==> config.mk <==
export PLATFORM = sky130hd
export DESIGN_NAME = car_lane_mover
export DESIGN_NICKNAME = d
export VERILOG_FILES = /design/src/rtl/car_lane_mover.sv
export SDC_FILE = /design/constraint.sdc
export NUM_CORES = 1
export LEC_CHECK = 0
export CORE_ASPECT_RATIO = 0.9
export CORE_MARGIN = 8
export CORE_UTILIZATION = 63
export CTS_BUF_LIST = sky130_fd_sc_hd__clkbuf_16
export DETAILED_ROUTE_END_ITERATION = 16
export MAX_ROUTING_LAYER = met4
export PLACE_DENSITY_LB_ADDON = 0.3
export SLEW_MARGIN = 0
export SYNTH_ARGS = -nofsm -noshare
export SYNTH_HDL_FRONTEND = slang
export SYNTH_SLANG_ARGS = --single-unit
==> constraint.sdc <==
create_clock -name i_Clk -period 6.2 [get_ports i_Clk]
set_input_delay 0.62 -clock i_Clk [delete_from_list [all_inputs] [get_ports i_Clk]]
set_output_delay 0.62 -clock i_Clk [all_outputs]
set_load 0.01 [all_outputs]
==> src/rtl/car_lane_mover.sv <==
// Moving car position generator for one lane: steps X at a level-dependent
// period, wraps at the screen edge, and supports idle/run/frozen modes.
module car_lane_mover #(
    parameter int unsigned SCREEN_WIDTH    = 640,
    parameter int unsigned LANE_Y          = 320,
    parameter int unsigned START_X         = 0,
    parameter bit          DIRECTION       = 1'b0,
    parameter int unsigned STEP_PX         = 1,
    parameter int unsigned BASE_TICKS      = 250000,
    parameter int unsigned LEVEL_DECREMENT = 20000,
    parameter int unsigned MIN_TICKS       = 50000
) (
    input  logic       i_Clk,
    input  logic       i_Reset,
    input  logic       i_Enable,
    input  logic       i_Freeze,
    input  logic [3:0] i_Level,
    output logic [9:0] o_Car_X,
    output logic [9:0] o_Car_Y,
    output logic       o_Step,
    output logic       o_Running
);

    typedef enum logic [1:0] {
        IDLE,
        RUN,
        FROZEN
    } state_t;

    state_t      r_State;
    state_t      w_State_Next;
    logic [31:0] r_Count;
    logic [31:0] w_Count_Next;
    logic [31:0] r_Period;
    logic [31:0] w_Period_Next;
    logic [9:0]  w_X_Next;
    logic        w_Step_Next;
    logic [31:0] w_Level_Dec;
    logic [31:0] w_Level_Period;
    logic [10:0] w_X_Wide;
    logic [10:0] w_Sum;
    logic [9:0]  w_X_Stepped;

    assign o_Car_Y = 10'(LANE_Y);

    // Underflow of the subtraction and a too-short period both clamp to MIN_TICKS.
    always_comb begin
        w_Level_Dec = 32'(i_Level) * LEVEL_DECREMENT;
        if ((w_Level_Dec > BASE_TICKS) || ((BASE_TICKS - w_Level_Dec) < MIN_TICKS))
            w_Level_Period = MIN_TICKS;
        else
            w_Level_Period = BASE_TICKS - w_Level_Dec;
    end

    always_comb begin
        w_X_Wide = {1'b0, o_Car_X};
        if (DIRECTION == 1'b0) begin
            w_Sum = w_X_Wide + 11'(STEP_PX);
            if (w_Sum >= 11'(SCREEN_WIDTH))
                w_Sum = w_Sum - 11'(SCREEN_WIDTH);
        end else begin
            if (w_X_Wide < 11'(STEP_PX))
                w_Sum = w_X_Wide + 11'(SCREEN_WIDTH) - 11'(STEP_PX);
            else
                w_Sum = w_X_Wide - 11'(STEP_PX);
        end
        w_X_Stepped = w_Sum[9:0];
    end

    always_comb begin
        w_State_Next  = r_State;
        w_Count_Next  = r_Count;
        w_Period_Next = r_Period;
        w_X_Next      = o_Car_X;
        w_Step_Next   = 1'b0;
        case (r_State)
            IDLE: begin
                w_X_Next     = 10'(START_X);
                w_Count_Next = '0;
                if (i_Enable && !i_Freeze) begin
                    w_State_Next  = RUN;
                    w_Period_Next = w_Level_Period;
                end
            end
            RUN: begin
                // Disable beats freeze; freeze suppresses a step due this cycle.
                if (!i_Enable) begin
                    w_State_Next = IDLE;
                    w_X_Next     = 10'(START_X);
                    w_Count_Next = '0;
                end else if (i_Freeze) begin
                    w_State_Next = FROZEN;
                end else if (r_Count == r_Period - 32'd1) begin
                    w_Count_Next  = '0;
                    w_X_Next      = w_X_Stepped;
                    w_Step_Next   = 1'b1;
                    w_Period_Next = w_Level_Period;
                end else begin
                    w_Count_Next = r_Count + 32'd1;
                end
            end
            FROZEN: begin
                if (!i_Enable) begin
                    w_State_Next = IDLE;
                    w_X_Next     = 10'(START_X);
                    w_Count_Next = '0;
                end else if (!i_Freeze) begin
                    w_State_Next = RUN;
                end
            end
            default: begin
                w_State_Next = IDLE;
                w_X_Next     = 10'(START_X);
                w_Count_Next = '0;
            end
        endcase
    end

    always_ff @(posedge i_Clk) begin
        if (i_Reset) begin
            r_State   <= IDLE;
            r_Count   <= '0;
            r_Period  <= MIN_TICKS;
            o_Car_X   <= 10'(START_X);
            o_Step    <= 1'b0;
            o_Running <= 1'b0;
        end else begin
            r_State   <= w_State_Next;
            r_Count   <= w_Count_Next;
            r_Period  <= w_Period_Next;
            o_Car_X   <= w_X_Next;
            o_Step    <= w_Step_Next;
            o_Running <= (w_State_Next == RUN);
        end
    end

endmodule

==> results by stage <==
Status:
- The flow ran to the end, and the final reports show no timing, DRC or antenna violations.

STA:
- For the pin with the worst max-slew slack, the measured transition is approximately 1.0 ns.
- The number of hold violations in the final report came to 0.
- The worst relative slew slack is 30.8%.
- The count of pins over their slew limit is 0.
- The final critical path takes up between 70% and 80% of the cycle.
- Setup violations remaining at the end of the flow were counted as 0.
- The shortest period the worst path allows is about 4.6 ns.
- The fmax is around 0.22 GHz.
- The setup total negative slack is 0 ns.
- For the final database, setup skew stands at around 0.0064 ns.
- Setup repair after global routing left no endpoint under its margin.

Run:
- The total of max-cap violations is 0.

Floorplan:
- The number of top-level pins is 30.
- The placeable core area is ~5700 sq um.
- The number of rows created at floorplan is 26.
- The height of the die is between 80 and 90 microns.
- The floorplan step defined a die boundary enclosing just under 9000 sq um.
- The chip width is between 90 and 100 microns.
- The initial standard-cell utilization of the core is between 60 and 70%.

Synth:
- The post-synthesis cell type count is 63.
- In the post-synthesis netlist, the biggest area contributors are sky130_fd_sc_hd__dfxtp_1, sky130_fd_sc_hd__xor2_1, sky130_fd_sc_hd__ha_1.
- The number of flops mapped to enable cells by yosys is 0.
- The share of synthesized area in the top cell type comes to ~32%.
- The cell type with the highest aggregate area in the netlist is sky130_fd_sc_hd__dfxtp_1.
- The flip-flop and latch count after synthesis is just over 60.
- A synthesized cell averages 8.59 sq um.
- For this run, asynchronously set or reset flops after synthesis account for 0%.
- Sequential cells were found to cover 32.3% of the synthesized design area.
- Yosys printed 0 warnings.
- The cell count after synthesis came out at 440.
- The area of the mapped netlist is 3780 sq um.
- In the synthesized netlist the dominant register cell turns out to be sky130_fd_sc_hd__dfxtp_1.

Route:
- In this run the remaining antenna-violating nets after routing total 0.
- The per-cell routed wire length is between 10 and 15 microns.
- The post-route DRC violation count is 0.
- The first TritonRoute pass finished after 4 iterations.
- The via count normalized by instance count is roughly 5.8.
- For this block, the via count after detailed routing is between 3000 and 4000.
- The total detailed-routing wirelength is roughly 8000 microns.
- The detailed router finished its first iteration with between 100 and 150 violations.

CTS:
- The clock transition at the registers of the reported paths is around 0.05 ns.
- The cell at the root of the clock tree is sky130_fd_sc_hd__clkbuf_16.
- After clock tree synthesis, the flow added hold-fix buffers numbering 0.
- TritonCTS built the clock tree.
- The number of buffers added by the clock tree synthesis step is 9.
- The clock net in this run drives a total of between 60 and 70 sinks.
- The count of instances resized after the clock tree is built is 0.
- The post-CTS repair timing setup buffer count is 0.
- The buffer levels on the longest clock path is 2.
- The number of H-tree levels is 3.
- The clock reaches the later pin of the worst-skew pair after between 0.3 and 0.4 ns.

Placed design:
- The HPWL after detailed placement is 5870 microns.
- The post-detailed-placement cell area is 3960 sq um.
- The number of port buffers is 19.
- The congestion estimate from routability-driven global placement came to between 0.9 and 1.

Global route:
- The combined global-route utilization of all metal layers is 19.2%.
- The maximum number of pins on one net before global-route repair is 32.
- The initial antenna violation count is 0.
- The via count of the first global-routing pass was between 2000 and 3000.
- The first-pass GRT wire length is ~13000 microns.
- The total congestion overflow is 0.

Power:
- In this run the static leakage power is around 1.7 nW.
- The worst-case IR drop observed on VDD is 0.000281 V.
- Power spread over the standard cell area amounts to 238 nW/um^2.
- The power consumption is around 1 mW.

Cells and area:
- The final cell area excluding filler cells is 4220 sq um.
- The share of cells above drive strength 1 is ~6.5%.
- The total of fill cells in the finished design is 448.
- In the layout the commonest cells are sky130_fd_sc_hd__dfxtp_1, sky130_fd_sc_hd__nor2_1, sky130_fd_sc_hd__xor2_1, sky130_fd_sc_hd__a21oi_1.
- The post-synthesis to final-layout area growth is 11.6%.
- The most common cell after layout, fill and taps aside is sky130_fd_sc_hd__dfxtp_1.
- The antenna cell count is 0.
- In the final design database the tool counted approximately 490 nets.

Worst setup path:
- At the worst endpoint, the arrival time is just under 5 ns.
- The endpoint type of the worst setup path is a register.
- In this run the worst path has a maximum fanout of 12.
- The critical path is of the input pin to register type.
- The startpoint identified for the worst register-to-register timing path is r_Count[0].
- In this run the register-to-register setup slack is between 3 and 4 ns.
- The most critical setup path has its startpoint at i_Level[2].
- The number of cells on the worst reg-to-reg path is 8.
- The required time of the critical path is about 6.4 ns.
- The worst setup path is launched from an input pin.

Worst hold path:
- Along the worst hold path, the cell count comes to 1.
- The path type of the worst min-delay path is register to register.
- The startpoint identified for the worst hold timing path is r_Period[18].
sequential cells by signal, indices dropped and copies added (netlist names):
signal	count
o_Car_X	10
o_Running	1
o_Step	1
r_Count	32
r_Period	15
r_State	2
worst paths after layout:
| check | endpoint |
|---|---|
| min reg2reg | r_Period[18] |
| max | r_Period[12] |
| max reg2reg | r_Count[28] |
| min | r_Period[18] |
report_power, final:
part | switching [mW] | internal (mW) | leakage (nW)
clock network | 0.166 | 0.263 | 0.131
registers | 0.00714 | 0.402 | 0.493
logic | 0.0962 | 0.0687 | 1.03
synth_stat cells, types with 11 or more instances:
| master | n |
|---|---|
| sky130_fd_sc_hd__nand2_1 | 20 |
| sky130_fd_sc_hd__dfxtp_1 | 61 |
| sky130_fd_sc_hd__buf_4 | 11 |
| sky130_fd_sc_hd__nor2_1 | 50 |
| sky130_fd_sc_hd__nand3_1 | 16 |
| sky130_fd_sc_hd__ha_1 | 22 |
| sky130_fd_sc_hd__xnor2_1 | 23 |
| sky130_fd_sc_hd__inv_1 | 22 |
| sky130_fd_sc_hd__xor2_1 | 38 |
| sky130_fd_sc_hd__o21ai_0 | 15 |
| sky130_fd_sc_hd__a21oi_1 | 24 |
area by class of cell:
class                           count  area [sq um]  area share [%]
Clock buffer                        9           225            5.34
Tap cell                           70          87.6            2.08
Sequential cell                    61          1220            29.0
Clock inverter                      7          33.8           0.801
Inverter                           22          82.6            1.96
Multi-Input combinational cell    345          2370            56.3
Timing Repair Buffer               19           190            4.51
cells by family (layout without fill, tap and decap cells):
family                     count (synthesis)  in the layout  share of synthesized area [%]
buffers and inverters                     42             57                           5.63
DFF                                       61             61                           32.3
other                                      2             10                          0.199
adders and majority gates                 25             25                           8.87
and+or+nand+nor                          168            168                           24.2
xor gates and xnor gates                  61             61                           14.1
AOI/OAI and AO/OA                         77             77                           13.6
muxes                                      4              4                           1.06
worst max-delay path: stages:
cell                              delay (ns)
sky130_fd_sc_hd__clkdlybuf4s50_1        0.76
sky130_fd_sc_hd__inv_1                  0.27
sky130_fd_sc_hd__fa_1                   0.56
sky130_fd_sc_hd__inv_1                  0.05
sky130_fd_sc_hd__ha_1                   0.30
sky130_fd_sc_hd__inv_1                  0.07
sky130_fd_sc_hd__fa_1                   0.54
sky130_fd_sc_hd__inv_1                  0.13
sky130_fd_sc_hd__o21ai_0                0.16
sky130_fd_sc_hd__a211oi_2               0.36
sky130_fd_sc_hd__nand2_1                0.10
sky130_fd_sc_hd__a22oi_1                0.21
sky130_fd_sc_hd__nand4b_1               0.18
sky130_fd_sc_hd__o21a_2                 0.31
sky130_fd_sc_hd__a22o_1                 0.21
through the flow:
stage	hold slack (ns)	worst slack, ns	util (%)	cells
6_report	0.501	1.58	73.6	533
2_1_floorplan	0.463	2.51	-	448
5_1_grt	0.513	1.32	73.6	533
3_5_place_dp	0.488	1.32	69.1	517
3_3_place_gp	0.483	1.47	69.1	517
4_1_cts	0.495	1.64	73.6	533
per-layer routing:
metal  up-vias  routed length, microns  track usage (%)
li1       1553                       -                -
met4         0                      98             7.83
met5         -                       0                -
met2        82                    3830             31.7
met3        10                     275             4.17
met1      1447                    3770             22.5
No activity file was read; power rests on OpenSTA's default activity.
